**src/rtl/sp_if_ddr_arb_pkg.sv**
```systemverilog
// Shared types and default sizes for the DDR request-channel arbiter.
package sp_if_ddr_arb_pkg;

    localparam int DEF_N_REQ  = 4;
    localparam int DEF_AREA_W = 4;
    localparam int DEF_ADDR_W = 27;
    localparam int DEF_SIZE_W = 32;
    localparam int DEF_TMO_W  = 24;

    // Arbiter sequencing: pick a request, wait for the DDR to finish, retire it.
    typedef enum logic [1:0] {
        ST_IDLE = 2'd0,
        ST_WAIT = 2'd1,
        ST_DONE = 2'd2
    } arb_state_t;

    // One DDR access descriptor at the default field widths.
    typedef struct packed {
        logic                  wxr;
        logic [DEF_AREA_W-1:0] area;
        logic [DEF_ADDR_W-1:0] addr;
        logic [DEF_SIZE_W-1:0] size;
    } ddr_req_t;

endpackage

```
**src/rtl/sp_if_rr_pick.sv**
```systemverilog
// Combinational round-robin picker: first pending requester at or after ptr,
// wrapping from N_REQ-1 back to 0.
module sp_if_rr_pick #(
    parameter int N_REQ = 4,
    parameter int IW    = 2
) (
    input  logic [N_REQ-1:0] pend,
    input  logic [IW-1:0]    ptr,
    output logic [IW-1:0]    idx,
    output logic             vld
);

    int j;

    // Scan offsets from farthest to nearest so the nearest pending index wins.
    always_comb begin
        idx = '0;
        vld = 1'b0;
        j   = 0;
        for (int i = N_REQ - 1; i >= 0; i--) begin
            j = int'(ptr) + i;
            if (j >= N_REQ) begin
                j = j - N_REQ;
            end
            if (pend[j]) begin
                idx = IW'(j);
                vld = 1'b1;
            end
        end
    end

endmodule

```
**src/rtl/sp_if_ddr_arb.sv**
```systemverilog
// Round-robin arbiter sharing one DDR access-request channel between N_REQ
// requesters. Start pulses are latched with their parameters into per-requester
// shadow registers; one access runs at a time, guarded by a timeout watchdog.
module sp_if_ddr_arb
    import sp_if_ddr_arb_pkg::*;
#(
    parameter int               N_REQ   = DEF_N_REQ,
    parameter int               AREA_W  = DEF_AREA_W,
    parameter int               ADDR_W  = DEF_ADDR_W,
    parameter int               SIZE_W  = DEF_SIZE_W,
    parameter int               TMO_W   = DEF_TMO_W,
    parameter logic [TMO_W-1:0] TMO_CYC = 24'hFFFFFF,
    localparam int              IW      = (N_REQ > 1) ? $clog2(N_REQ) : 1
) (
    input  logic                     i_clk156m,
    input  logic                     i_arst,
    input  logic [N_REQ-1:0]         i_req_start,
    input  logic [N_REQ-1:0]         i_req_wxr,
    input  logic [N_REQ*AREA_W-1:0]  i_req_area,
    input  logic [N_REQ*ADDR_W-1:0]  i_req_addr,
    input  logic [N_REQ*SIZE_W-1:0]  i_req_size,
    output logic [N_REQ-1:0]         o_req_endp,
    output logic [N_REQ-1:0]         o_req_pend,
    output logic                     o_ddr_wxr,
    output logic [AREA_W-1:0]        o_ddr_area,
    output logic [ADDR_W-1:0]        o_ddr_addr,
    output logic [SIZE_W-1:0]        o_ddr_size,
    output logic                     o_ddr_start,
    input  logic                     i_ddr_endp,
    output logic [IW-1:0]            o_grant,
    output logic                     o_busy,
    output logic [N_REQ-1:0]         o_err_ovf,
    output logic [N_REQ-1:0]         o_err_tmo,
    output logic                     o_err_spur
);

    typedef struct packed {
        logic              wxr;
        logic [AREA_W-1:0] area;
        logic [ADDR_W-1:0] addr;
        logic [SIZE_W-1:0] size;
    } desc_t;

    arb_state_t        state_q;
    arb_state_t        state_d;
    logic [N_REQ-1:0]  pend_q;
    desc_t             shadow_q [N_REQ];
    logic [IW-1:0]     ptr_q;
    logic [IW-1:0]     pick_idx;
    logic              pick_vld;
    logic              pick_zero;
    logic [TMO_W-1:0]  wd_q;
    logic              tmo_hit;

    assign o_req_pend = pend_q;
    assign pick_zero  = (shadow_q[pick_idx].size == '0);
    assign tmo_hit    = (wd_q == TMO_CYC - TMO_W'(1));

    sp_if_rr_pick #(
        .N_REQ (N_REQ),
        .IW    (IW)
    ) u_pick (
        .pend (pend_q),
        .ptr  (ptr_q),
        .idx  (pick_idx),
        .vld  (pick_vld)
    );

    // Latch start pulses; a start during its own retire cycle re-arms the slot.
    always_ff @(posedge i_clk156m) begin
        if (i_arst) begin
            pend_q    <= '0;
            o_err_ovf <= '0;
            for (int k = 0; k < N_REQ; k++) begin
                shadow_q[k] <= '0;
            end
        end else begin
            for (int k = 0; k < N_REQ; k++) begin
                if (i_req_start[k] && (!pend_q[k] || o_req_endp[k])) begin
                    pend_q[k]        <= 1'b1;
                    shadow_q[k].wxr  <= i_req_wxr[k];
                    shadow_q[k].area <= i_req_area[k*AREA_W +: AREA_W];
                    shadow_q[k].addr <= i_req_addr[k*ADDR_W +: ADDR_W];
                    shadow_q[k].size <= i_req_size[k*SIZE_W +: SIZE_W];
                end else begin
                    if (o_req_endp[k]) begin
                        pend_q[k] <= 1'b0;
                    end
                    if (i_req_start[k]) begin
                        o_err_ovf[k] <= 1'b1;
                    end
                end
            end
        end
    end

    // FSM state register.
    always_ff @(posedge i_clk156m) begin
        if (i_arst) begin
            state_q <= ST_IDLE;
        end else begin
            state_q <= state_d;
        end
    end

    // FSM next-state: zero-size requests retire without touching the DDR.
    always_comb begin
        state_d = state_q;
        case (state_q)
            ST_IDLE: if (pick_vld) state_d = pick_zero ? ST_DONE : ST_WAIT;
            ST_WAIT: if (i_ddr_endp || tmo_hit) state_d = ST_DONE;
            ST_DONE: state_d = ST_IDLE;
            default: state_d = ST_IDLE;
        endcase
    end

    // FSM outputs: completion pulse to the granted requester during DONE.
    always_comb begin
        o_busy     = (state_q != ST_IDLE);
        o_req_endp = '0;
        if (state_q == ST_DONE) begin
            o_req_endp[o_grant] = 1'b1;
        end
    end

    // DDR port, grant, watchdog, RR pointer and sticky fault flags.
    always_ff @(posedge i_clk156m) begin
        if (i_arst) begin
            o_ddr_wxr   <= 1'b0;
            o_ddr_area  <= '0;
            o_ddr_addr  <= '0;
            o_ddr_size  <= '0;
            o_ddr_start <= 1'b0;
            o_grant     <= '0;
            ptr_q       <= '0;
            wd_q        <= '0;
            o_err_tmo   <= '0;
            o_err_spur  <= 1'b0;
        end else begin
            o_ddr_start <= 1'b0;
            case (state_q)
                ST_IDLE: begin
                    if (pick_vld) begin
                        o_grant <= pick_idx;
                        wd_q    <= '0;
                        if (!pick_zero) begin
                            o_ddr_wxr   <= shadow_q[pick_idx].wxr;
                            o_ddr_area  <= shadow_q[pick_idx].area;
                            o_ddr_addr  <= shadow_q[pick_idx].addr;
                            o_ddr_size  <= shadow_q[pick_idx].size;
                            o_ddr_start <= 1'b1;
                        end
                    end
                end
                ST_WAIT: begin
                    wd_q <= wd_q + TMO_W'(1);
                    if (!i_ddr_endp && tmo_hit) begin
                        o_err_tmo[o_grant] <= 1'b1;
                    end
                end
                ST_DONE: begin
                    ptr_q <= (o_grant == IW'(N_REQ - 1)) ? '0 : o_grant + IW'(1);
                end
                default: ;
            endcase
            if (i_ddr_endp && (state_q != ST_WAIT)) begin
                o_err_spur <= 1'b1;
            end
        end
    end

endmodule

```
**config.mk**
```make
export PLATFORM = sky130hd
export DESIGN_NAME = sp_if_ddr_arb
export DESIGN_NICKNAME = d
export VERILOG_FILES = /design/src/rtl/sp_if_ddr_arb_pkg.sv /design/src/rtl/sp_if_rr_pick.sv /design/src/rtl/sp_if_ddr_arb.sv
export SDC_FILE = /design/constraint.sdc
export NUM_CORES = 1
export LEC_CHECK = 0
export CAP_MARGIN = 20
export CORE_MARGIN = 10
export CORE_UTILIZATION = 61
export CTS_BUF_LIST = sky130_fd_sc_hd__clkbuf_16
export CTS_CLUSTER_DIAMETER = 40
export CTS_CLUSTER_SIZE = 30
export DETAILED_ROUTE_END_ITERATION = 6
export DONT_BUFFER_PORTS = 1
export PLACE_DENSITY = 0.77
export SYNTH_ARGS = -nofsm -noshare
export SYNTH_HDL_FRONTEND = slang
export SYNTH_SLANG_ARGS = --single-unit
export TNS_END_PERCENT = 10
```
**constraint.sdc**
```tcl
create_clock -name i_clk156m -period 11 [get_ports i_clk156m]
set_input_delay 2.75 -clock i_clk156m [delete_from_list [all_inputs] [get_ports i_clk156m]]
set_output_delay 2.75 -clock i_clk156m [all_outputs]
set_load 0.005 [all_outputs]
```
# --- Yosys cells after proc, flatten, opt, wreduce, memory -nomap -nowiden ---
# Memory sizes are Yosys's and may differ from the RTL's.
# Index checks and enable logic that the tools add are counted.
# W data, S select, Z words.
totals:
  ff_bits: 108
  ram_bits: 256
  out_inout_bits: 85
  mem_count: 1
memory_table:
  columns: ["memory", "depth", "width", "rd", "rd_clocked_by_memory_dff", "write_ports", "line_no", "rtl"]
  rows:
  - ["shadow_q", 4, 64, 1, 0, 4, "sp_if_ddr_arb.sv:47", "desc_t shadow_q [N_REQ];"]
op_classes:
  addsub: 9
  order_cmp: 10
  eq_ne: 7
  mux: 73
  n_bitwise: 24
  n_reduce_logical: 35
op_table:
  columns: ["operator", "count"]
  rows:
  - ["$mux W32", 8]
  - ["$lt A32 B4 Y1 const B", 4]
  - ["$mux W27", 4]
  - ["$ge A32 B4 Y1 const B", 3]
  - ["$sub A32 B4 Y32 const B", 3]
  - ["$pmux W24 S2", 1]
  - ["$mux W1", 40]
  - ["$logic_not A32 Y1", 1]
  - ["$add A24 B1 Y24 const B", 1]
  - ["$eq A24 B24 Y1 const B", 1]
  - ["$mux W24", 1]
  - ["$mux W4", 5]
  - ["$mux W2", 8]
  - ["$or A1 B1 Y1", 16]
  - ["$reduce_and A2 Y1", 8]
  - ["$reduce_bool A2 Y1", 6]
  - ["$bmux W1 S2", 4]
  - ["$logic_and A1 B1 Y1", 7]
  - ["$not A1 Y1", 7]
  - ["$add A2 B2 Y3 const B", 2]
  - ["$logic_not A1 Y1", 5]
  - ["$logic_or A1 B1 Y1", 5]
  - ["$eq A2 B2 Y1 const B", 2]
  - ["$ne A2 B2 Y1 const B", 2]
  - ["14 further kinds", 14]

# --- Logic depth before layout (Yosys ltp) ---
# Gate-level depths: netlist of run 1.
# An unclocked memory read counts as a cell.
depth:
  depth_word: 15
  ltp_mapped: 12
  ltp_nobuf: 9

# --- Cells and area by module ---
# A second synthesis of run 1 with hierarchy kept.
hier_totals:
  hier_cells: 1187
  area_unflattened_um2: 16024.1
modules_own_cells:
  columns: ["module", "n_inst", "cells_each", "area_per_inst_um2", "seq_area_each_um2"]
  rows:
  - ["sp_if_ddr_arb", 1, 1174, 15946.5, 9849.4]
  - ["sp_if_rr_pick", 1, 13, 77.6, 0.0]

# --- Least setup slack after synthesis of run 1 ---
# OpenSTA, ideal clock, no wires.
synth_path:
  path_kind: "input to register"
  from: "input i_arst"
  to: "memory shadow_q[0][0] in the netlist's numbering (enable)"
  arrival_ps: 5130
  path_slack_ps: 5438
  path_stages: 4
  n_path_buf: 3
  path_cell_list: "clkbuf_1 > clkbuf_1 > clkbuf_1 > nand2b_1"
synth_lines:
  columns: ["element", "line_no", "rtl"]
  rows:
  - ["start: declaration", "sp_if_ddr_arb.sv:16", "input logic i_arst,"]
  - ["end: declaration", "sp_if_ddr_arb.sv:47", null]

# --- Worst setup path in the final report of run 1 ---
layout_path:
  from: "register pend_q[2] (netlist: o_req_pend[2])"
  to: "register o_ddr_wxr, read port of shadow_q"
layout_via:
  elab_chain_len: 11
layout_rtl:
  columns: ["element", "line_no", "rtl"]
  rows:
  - ["start: declaration", "sp_if_ddr_arb.sv:46", "logic [N_REQ-1:0] pend_q;"]
  - ["start signal: assignment", "sp_if_ddr_arb.sv:72", "pend_q <= '0;"]
  - ["start signal: indexed assignment", "sp_if_ddr_arb.sv:80", "pend_q[k] <= 1'b1;"]
  - ["start signal: indexed assignment", "sp_if_ddr_arb.sv:87", "pend_q[k] <= 1'b0;"]
  - ["$bmux W1 S2", "sp_if_rr_pick.sv:25", "if (pend[j]) begin"]
  - ["$mux W1 (implied by the code) (2 in a row)", "sp_if_rr_pick.sv:25", null]
  - ["$mux W2 (4 in a row)", "sp_if_rr_pick.sv:25", null]
  - ["$mem_v2 Z4 W64", null, null]
  - ["$logic_not A32 Y1", "sp_if_ddr_arb.sv:56", "assign pick_zero = (shadow_q[pick_idx].size == '0);"]
  - ["$not A1 Y1 (no source line)", null, null]
  - ["$reduce_and A3 Y1 (no source line)", null, null]
  - ["end: declaration", "sp_if_ddr_arb.sv:24", "output logic o_ddr_wxr,"]
# Several ways; a longest one is shown, not always the timed one. The select of a mux whose other input is x is not followed.
# A chain may end at the register's enable or synchronous reset.

==> results of run 1 <==
==> worst max-delay path, cell delays in order, from the launching register on <==
cell and delay (ns):
dfxtp_1 0.45, or3b_1 0.45, o221ai_4 0.08, buf_4 0.60, buf_4 0.89, mux2i_1 0.31, mux2i_1 0.17, nor4_1 0.47
and4_4 0.33, a21o_2 0.12, buf_4 0.49, mux2i_1 0.28
==> stage by stage <==
| stage | hold slack [ns] | cell area [µm²] | setup WS, ns | total power, W |
|---|---|---|---|---|
| 3_3_place_gp | 0.453 | 16500 | 6.25 | 0.00203 |
| 6_report | 0.487 | 18200 | 6.10 | 0.00358 |
| 4_1_cts | 0.480 | 18200 | 6.08 | 0.00360 |
| 3_5_place_dp | 0.470 | 16500 | 6.10 | 0.00204 |
| 2_1_floorplan | 0.443 | 16400 | 5.44 | 0.00195 |
| 5_1_grt | 0.503 | 18200 | 5.79 | 0.00371 |
==> worst max path at each step <==
stage / slack (ns) / startpoint / endpoint / cells past startpoint
finish: 6.10 / o_req_pend[2] / o_ddr_wxr / 11
global route: 5.79 / o_req_pend[2] / o_ddr_addr[22] / 11
CTS: 6.08 / o_req_pend[2] / o_ddr_wxr / 11
detailed placement: 6.10 / o_req_pend[2] / o_ddr_addr[21] / 11
global placement: 6.25 / o_req_pend[2] / o_ddr_addr[19] / 11
floorplan: 5.44 / i_arst / shadow_q[0][0] / 4
==> cell type report <==
type                    count  area, µm²  area share
well taps                 335        419      0.0230
diodes                     28       70.1     0.00384
flip-flops and latches    364       9850       0.540
clock inverters            39        392      0.0215
multi-input cells         889       6130       0.336
clock buffers              50       1250      0.0687
inverters                  11       41.3     0.00227
repair buffers             10       75.1     0.00412
==> registers in the layout, indices dropped and copies added, names as in the netlist <==
register,count
o_err_ovf,4
o_grant,2
wd_q,24
o_err_spur,1
shadow_q,256
o_req_pend,4
o_ddr_area,4
o_ddr_size,32
o_ddr_addr,27
o_err_tmo,4
o_ddr_start,1
state_q,2
o_ddr_wxr,1
ptr_q,2
==> power breakdown <==
part / internal (W) / switching (W)
combinational: 0.000141 / 0.000223
sequential: 0.00159 / 0.0000643
clock: 0.000941 / 0.000628
==> routing by layer <==
metal  vias up  track usage  share of wire
met5         -            0        0.00019
met4         2       0.0865          0.030
met3        74       0.0688          0.086
met2       446        0.398           0.49
met1      5019        0.301           0.39
li1       4773            -              -
==> cell families (layout without fill, tap and decap cells) <==
logic type	after synthesis	count (layout)	synth area share
buffers and inverters	101	110	0.0316
other	0	28	0
adder cells (fa/ha/maj)	6	6	0.00457
XOR/XNOR	3	3	0.00160
AO/OA/AOI/OAI	128	128	0.0598
multiplexers	164	164	0.100
flip-flops	364	364	0.600
AND/OR/NAND/NOR	588	588	0.202
==> synth_stat cells, drive strengths merged, types with 3 or more instances <==
master | count | area [µm²]
and3 | 4 | 25.0
nand2 | 88 | 330
nand3 | 12 | 60.1
a311o | 32 | 320
nor3 | 8 | 40.0
mux2i | 162 | 1620
o21ai | 9 | 45.0
nand4 | 5 | 31.3
inv | 11 | 41.3
nand2b | 102 | 638
clkbuf | 66 | 248
a21oi | 28 | 151
ha | 6 | 75.1
buf | 24 | 230
nor2 | 54 | 203
a211oi | 34 | 255
and2 | 293 | 1830
edfxtp | 256 | 7690
or2 | 3 | 18.8
a311oi | 6 | 52.6
a31oi | 7 | 43.8
dfxtp | 108 | 2160
nor4 | 9 | 56.3
==> metrics.cfg, run 1 <==
[status]
status=finished clean

[timing]
setup_viol=0
fin_crit_sh=0.445
fin_setup_tns_ns=0
finalMaxSlewViolations=0
finalHoldViolCount=0
tightest_slew_ns=1.08
rsz0062_at_grt=false
max_freq_ghz=0.204
slew_headroom=0.277
fin_skew_ns=0.0183
fin_crit_ns=4.90

[routing]
wl_per_cell_um=24.7
first_iter_violations=943
drc=0
vias_per_cell=5.98
finalWirelength_um=42600
ant_nets=0
vias=10314
drtPass1Iterations=5

[die]
rows=59
start_util=0.625
fp.dieArea_um2=33900
dieWidth_um=184
pin_count=348
dieHeight_um=184
coreArea_um2=26300

[synthesis]
ys_seq_area_frac=0.600
netlist_area_um2=16400
synth_ff_type=edfxtp_1
synth-edff-count=256
yosys.cell_types.count=51
ys_seq_elements=364
synth_nets=1623
synthCells=1354
postSynth.asyncResetShare=0
yosys_warnings=0
avgSynthCellArea_um2=12.1

[global_route]
grt_antenna_before_repair=21
grt_usage=0.243
grt_pass1_vias=10370
grt_max_degree=181
grt_pass1_wl_um=63500
grt_overflow=0

[worst_setup_path]
cp_max_fo=71
worstSetupPathType=flip-flop to flip-flop
rr_endpoint=o_ddr_wxr
r2r_slack_ns=6.10
r2r-start=o_req_pend[2]
critPathRequiredTime_ns=11.45
worst_r2r_path_depth=11
arrival_ns=5.34
end_kind=flip-flop
worstSetupStartpointType=flip-flop

[final_layout]
final_common_cell=and2_1
drive_above_1_share=0.0858
fin_util=0.693
fin_nets=1593
syn_to_final_growth_pct=11.0
fillCellCount=1858
final_cell_mix=and2_1, edfxtp_1, mux2i_1
instances_no_fill=1726

[placed_design]
dp_cells=1609
place_congestion=0.850
dp_hpwl_um=27100
io_buffers=0

[clocking]
post_cts_buffers=0
path_clk_slew_ns=0.06
cts_sinks=364
cts_resized=0
clockRootBuffer=clkbuf_16
insertion_delay_ns=0.54
cts_tree=yes
cts_hold_buf=0
cts_buffers=48
clk_path_buf_depth=3
cts_htree_levels=2

[power]
p_leak_nw=7.08
irDropWorstVdd_mv=0.152
p_per_area_nw_per_um2=197

[job]
cap_violations=0

[hold_path]
min-delay-start=wd_q[19]
hold_end=wd_q[19]
hold_path_depth=2
hold_path_class=flip-flop to flip-flop

(Power assumes the default switching activity.)
==> inputs of run 2 (changes only) <==
--- a/config.mk
+++ b/config.mk
@@ -7,13 +7,13 @@
 export LEC_CHECK = 0
 export CAP_MARGIN = 20
 export CORE_MARGIN = 10
-export CORE_UTILIZATION = 61
+export CORE_UTILIZATION = 58
 export CTS_BUF_LIST = sky130_fd_sc_hd__clkbuf_16
 export CTS_CLUSTER_DIAMETER = 40
 export CTS_CLUSTER_SIZE = 30
 export DETAILED_ROUTE_END_ITERATION = 6
 export DONT_BUFFER_PORTS = 1
-export PLACE_DENSITY = 0.77
+export PLACE_DENSITY = 0.76
 export SYNTH_ARGS = -nofsm -noshare
 export SYNTH_HDL_FRONTEND = slang
 export SYNTH_SLANG_ARGS = --single-unit
==> constraint.sdc (replaced) <==
create_clock -name i_clk156m -period 4.5 [get_ports i_clk156m]
set_input_delay 1.125 -clock i_clk156m [delete_from_list [all_inputs] [get_ports i_clk156m]]
set_output_delay 1.125 -clock i_clk156m [all_outputs]
set_load 0.005 [all_outputs]
==> metrics.cfg, run 2 (synthesis gave the netlist of run 1 again) <==
[status]
status=finished clean

[job]
cap_violations=0  ; unchanged

[routing]
vias_per_cell=5.80  ; -2.9%
first_iter_violations=703  ; -25%
finalWirelength_um=42900  ; +0.65%
vias=10225  ; -0.86%
ant_nets=0  ; unchanged
drtPass1Iterations=5  ; unchanged
drc=0  ; unchanged
wl_per_cell_um=24.3  ; -1.4%

[timing]
slew_headroom=0.276  ; -0.00116
hold_slack_ns=0.487  ; +0.000302 ns
fin_crit_sh=0.813  ; +0.368
fin_setup_tns_ns=0  ; unchanged
max_freq_ghz=0.273  ; +34%
finalHoldViolCount=0  ; unchanged
fin_skew_ns=0.0233  ; +0.00494 ns
fin_crit_ns=3.66  ; -1.24 ns
tightest_slew_ns=1.09  ; +0.00173 ns
finalMaxSlewViolations=0  ; unchanged
rsz0062_at_grt=false
setup_viol=0  ; unchanged

[worst_setup_path]
path_cells=mux2i_1 -> o221ai_4 -> buf_12 -> mux2i_1 -> mux2i_1 -> nor4_1 -> and4_4 -> a21oi_4 -> buf_4 -> mux2i_1
worstSetupPathType=flip-flop to flip-flop
critPathLaunch=o_req_pend[0]
worstSetupStartpointType=flip-flop
end_kind=flip-flop
cp_max_fo=34  ; -52%
arrival_ns=4.13  ; -1.21 ns
critPathRequiredTime_ns=4.97  ; -6.48 ns
slowest_delay_ns=0.55  ; -0.34 ns
cpMostUsedCell=mux2i_1
r2r-start=o_req_pend[0]
cp_slowest_cell=o221ai_4

[global_route]
grt_pass1_wl_um=64400  ; +1.5%
grt_max_degree=181  ; unchanged
grt_pass1_vias=10602  ; +2.2%
grt_antenna_before_repair=16  ; -24%
grt_overflow=0  ; unchanged
grt_usage=0.233  ; -0.00972

[hold_path]
min-delay-start=wd_q[21]
hold_path_class=flip-flop to flip-flop

[final_layout]
largest_register_ffs=256  ; unchanged
fin_nets=1598  ; +0.31%
top_register=shadow_q
final_common_cell=and2_1
final_cell_mix=and2_1, edfxtp_1, mux2i_1
drive_above_1_share=0.0842  ; -0.00165
syn_to_final_growth_pct=11.0  ; about the same
biggestRegsByFlops=shadow_q: 256 flops, o_ddr_size: 32 flops, o_ddr_addr: 27 flops
fillCellCount=2065  ; +11%

[clocking]
cts_hold_buf=0  ; unchanged
clk_path_buf_depth=3  ; unchanged
clockRootBuffer=clkbuf_16
cts_buffers=45  ; -6.3%
cts_sinks=364  ; unchanged
cts_htree_levels=2  ; unchanged
cts_tree=yes
post_cts_buffers=0  ; unchanged
insertion_delay_ns=0.55  ; about the same
path_clk_slew_ns=0.06  ; about the same
cts_resized=0  ; unchanged

[die]
dieWidth_um=188  ; +2.3%
rows=61  ; +3.4%
pin_count=348  ; unchanged
start_util=0.589  ; -0.0354
coreArea_um2=27900  ; +6.0%
dieHeight_um=188  ; +2.3%
fp.dieArea_um2=35400  ; +4.6%

[power]
p_leak_nw=7.06  ; -0.37%
irDropWorstVdd_mv=0.333  ; +120%
p_per_area_nw_per_um2=468  ; +140%

[placed_design]
place_congestion=0.842  ; -0.89%
dp_hpwl_um=28900  ; +6.4%
io_buffers=0  ; unchanged

[run 2: cell count changes in the layout (fill, tap and decap cells not counted)]
| cell | delta |
|---|---|
| inv_4 | -1 |
| buf_4 | +5 |
| inv_8 | -2 |
| inv_1 | +2 |
| clkinv_2 | -2 |
| clkbuf_16 | -5 |
| clkinv_1 | +3 |
| buf_12 | +3 |
| inv_16 | +1 |
| clkinv_4 | -5 |
| diode_2 | -10 |
| clkinvlp_4 | +4 |
[run 2: layout make-up]
class / count / area (µm²) / share of cell area
Sequential cell: 364 / 9850 / 0.541
Multi-Input combinational cell: 889 / 6130 / 0.336
Clock buffer: 45 / 1130 / 0.0618
Tap cell: 378 / 473 / 0.0260
Clock inverter: 39 / 378 / 0.0207
Timing Repair Buffer: 18 / 173 / 0.00948
Antenna cell: 18 / 45.0 / 0.00247
Inverter: 11 / 41.3 / 0.00227
[run 2: metrics by stage]
stage                     setup slack, ns  total power, W  instance area (µm²)   util  instances
final                               0.842         0.00853                18200  0.654       1762
after global routing                0.629         0.00883                18200  0.653       1757
after global placement               1.02         0.00500                16700  0.598       1660
after CTS                           0.817         0.00859                18200  0.652       1744
after detailed placement            0.841         0.00503                16700  0.598       1660
after floorplan                     0.563         0.00477                16400      -       1354
[run 2: critical path: cells and delay by family, from the launching register on]
family | cells | cell delay [ns]
simple gates | 2 | 0.33
mux | 4 | 0.91
buf+inv | 2 | 0.77
compound gates | 2 | 1.01
flops | 1 | 0.53
[run 2: worst paths after layout]
path                            slack [ns]  cells past startpoint             to
worst min register to register        0.49                      1       wd_q[21]
worst min-delay path                  0.49                      1       wd_q[21]
worst max register to register        0.84                     10  o_ddr_size[8]
worst max-delay path                  0.84                     10  o_ddr_size[8]
[run 2: power breakdown]
group / leakage (nW) / internal [W] / switching, W / total [W]
Clock: 0.722 / 0.00210 / 0.00147 / 0.00358
Sequential: 3.65 / 0.00388 / 0.000166 / 0.00404
Combinational: 2.68 / 0.000360 / 0.000553 / 0.000913
[run 2: routing by layer]
metal / global-route usage / vias up / share of wire
li1: - / 4759 / -
met1: 0.288 / 4952 / 0.40
met2: 0.382 / 428 / 0.49
met3: 0.0582 / 86 / 0.074
met4: 0.0975 / 0 / 0.037
met5: 0 / - / 0
==> inputs of run 3 (changes only) <==
==> constraint.sdc (replaced) <==
create_clock -name i_clk156m -period 3.3 [get_ports i_clk156m]
set_input_delay 0.825 -clock i_clk156m [delete_from_list [all_inputs] [get_ports i_clk156m]]
set_output_delay 0.825 -clock i_clk156m [all_outputs]
set_load 0.005 [all_outputs]
==> metrics.cfg, run 3 (synthesis gave the netlist of run 1 again) <==
[status]
status=finished clean

[global_route]
grt_pass1_vias=10756  ; +1.5%
grt_usage=0.240  ; +0.00697
grt_overflow=0  ; unchanged
grt_antenna_before_repair=16  ; unchanged
grt_pass1_wl_um=66000  ; +2.4%
grt_max_degree=181  ; unchanged

[die]
fp.dieArea_um2=35400  ; unchanged
dieHeight_um=188  ; unchanged
start_util=0.589  ; unchanged
rows=61  ; unchanged
coreArea_um2=27900  ; unchanged
dieWidth_um=188  ; unchanged
pin_count=348  ; unchanged

[clocking]
cts_sinks=364  ; unchanged
clk_path_buf_depth=3  ; unchanged
path_clk_slew_ns=0.06  ; about the same
insertion_delay_ns=0.53  ; -0.02 ns
clockRootBuffer=clkbuf_16
cts_htree_levels=2  ; unchanged
cts_hold_buf=0  ; unchanged
cts_buffers=45  ; unchanged
cts_tree=yes

[routing]
vias_per_cell=5.86  ; +0.91%
drtPass1Iterations=5  ; unchanged
drc=0  ; unchanged
ant_nets=0  ; unchanged
vias=10447  ; +2.2%
first_iter_violations=909  ; +29%
finalWirelength_um=45100  ; +5.1%
wl_per_cell_um=25.3  ; +3.8%

[placed_design]
detailed_place.area_um2=16900  ; +1.2%
dp_hpwl_um=29700  ; +3.0%
io_buffers=0  ; unchanged
dpl_worst_slack_ns=0.0679  ; -0.773 ns
place_congestion=0.840  ; -0.34%
dp_cells=1674  ; +0.84%

[worst_setup_path]
slowest_delay_ns=0.46  ; -0.09 ns
end_kind=flip-flop
cp_max_fo=16  ; -53%
arrival_ns=3.66  ; -0.47 ns
path_cells=buf_4 -> a21oi_1 -> o21ai_1 -> o2bb2a_4 -> buf_4 -> mux2i_1 -> nor4_1 -> and4_4 -> a21o_2 -> buf_12 -> mux2i_1
worstSetupStartpointType=flip-flop
worstSetupPathType=flip-flop to flip-flop
crit_family=compound AO/OA/AOI/OAI gates
cp_num_buf_inv=3  ; +1
critPathRequiredTime_ns=3.74  ; -1.23 ns
cp_slowest_cell=o21ai_1

[timing]
fin_crit_sh=0.978  ; +0.165
slew_headroom=0.403  ; +0.127
layout_setup_ws_ns=0.0727  ; -0.769 ns
tightest_slew_ns=0.896  ; -0.190 ns
fin_crit_ns=3.23  ; -0.431 ns
finalMaxSlewViolations=0  ; unchanged
setup_viol=0  ; unchanged
finalHoldViolCount=0  ; unchanged
fin_skew_ns=0.0207  ; -0.00257 ns
max_freq_ghz=0.310  ; +13%

[final_layout]
instances_no_fill=1784  ; +1.2%
drive_above_1_share=0.103  ; +0.0189
fin_nets=1623  ; +1.6%
final_cell_mix=and2_1, edfxtp_1, mux2i_1
biggestRegsByFlops=shadow_q: 256 flops, o_ddr_size: 32 flops, o_ddr_addr: 27 flops
top_register=shadow_q
final_common_cell=and2_1
fillCellCount=2032  ; -1.6%
largest_register_ffs=256  ; unchanged
syn_to_final_growth_pct=13.6
finalInstanceArea_um2=18600  ; +2.4%

[job]
cap_violations=0  ; unchanged

[hold_path]
hold_path_class=primary input to flip-flop

[power]
irDropWorstVdd_mv=0.503  ; +51%
p_leak_nw=7.29  ; +3.2%
p_per_area_nw_per_um2=641  ; +37%

## run 3: cell types whose count changed in the layout (fill, tap and decap cells not counted), moves of 3 or more
cell	previous run	this run
clkinv_4	2	7
buf_12	3	12
clkinvlp_4	10	4
bufinv_16	4	7
buf_4	15	27
inv_6	6	3
clkbuf_16	45	49
## run 3: final cells by class
type / count / area [µm²] / area share
flip-flops and latches: 364 / 9850 / 0.528
inverters: 11 / 41.3 / 0.00221
clock buffers: 46 / 1150 / 0.0617
well taps: 378 / 473 / 0.0254
repair buffers: 42 / 518 / 0.0278
diodes: 19 / 47.5 / 0.00255
multi-input cells: 890 / 6160 / 0.330
clock inverters: 34 / 408 / 0.0219
## run 3: worst paths after layout
path             startpoint             end  slack (ns)  cells after the start
max           o_req_pend[1]  o_ddr_addr[19]        0.07                     11
min          i_req_start[1]   o_req_pend[1]        0.43                      2
max reg2reg   o_req_pend[1]  o_ddr_addr[19]        0.07                     11
min reg2reg        wd_q[21]        wd_q[21]        0.49                      1
## run 3: per-stage QoR
stage               hold slack, ns  setup TNS (ns)  utilization  total power [W]
finish                       0.434               0        0.669           0.0120
detailed placement           0.470               0        0.605          0.00691
global placement             0.456               0        0.605          0.00686
floorplan                    0.443          -64.71            -          0.00650
global route                 0.432          -0.163        0.669           0.0124
CTS                          0.375               0        0.661           0.0119
## run 3: timing repair
action / 4_1_cts / 5_1_grt
setup buffers: 0 / 7
setup endpoints to repair: 0 / 47
resized for setup: 0 / 6
## run 3: routing by layer
metal | vias to the layer above | wire (µm) | global-route usage
li1 | 4808 | - | -
met1 | 5114 | 18000 | 0.298
met2 | 441 | 22000 | 0.398
met3 | 80 | 3740 | 0.0607
met4 | 4 | 1210 | 0.0877
met5 | - | 24 | 0
## run 3: report_power, final
group | total (W) | internal (W) | switching [W]
Sequential | 0.00550 | 0.00528 | 0.000219
Clock | 0.00506 | 0.00312 | 0.00194
Combinational | 0.00140 | 0.000575 | 0.000822
Total | 0.0120 | 0.00898 | 0.00298
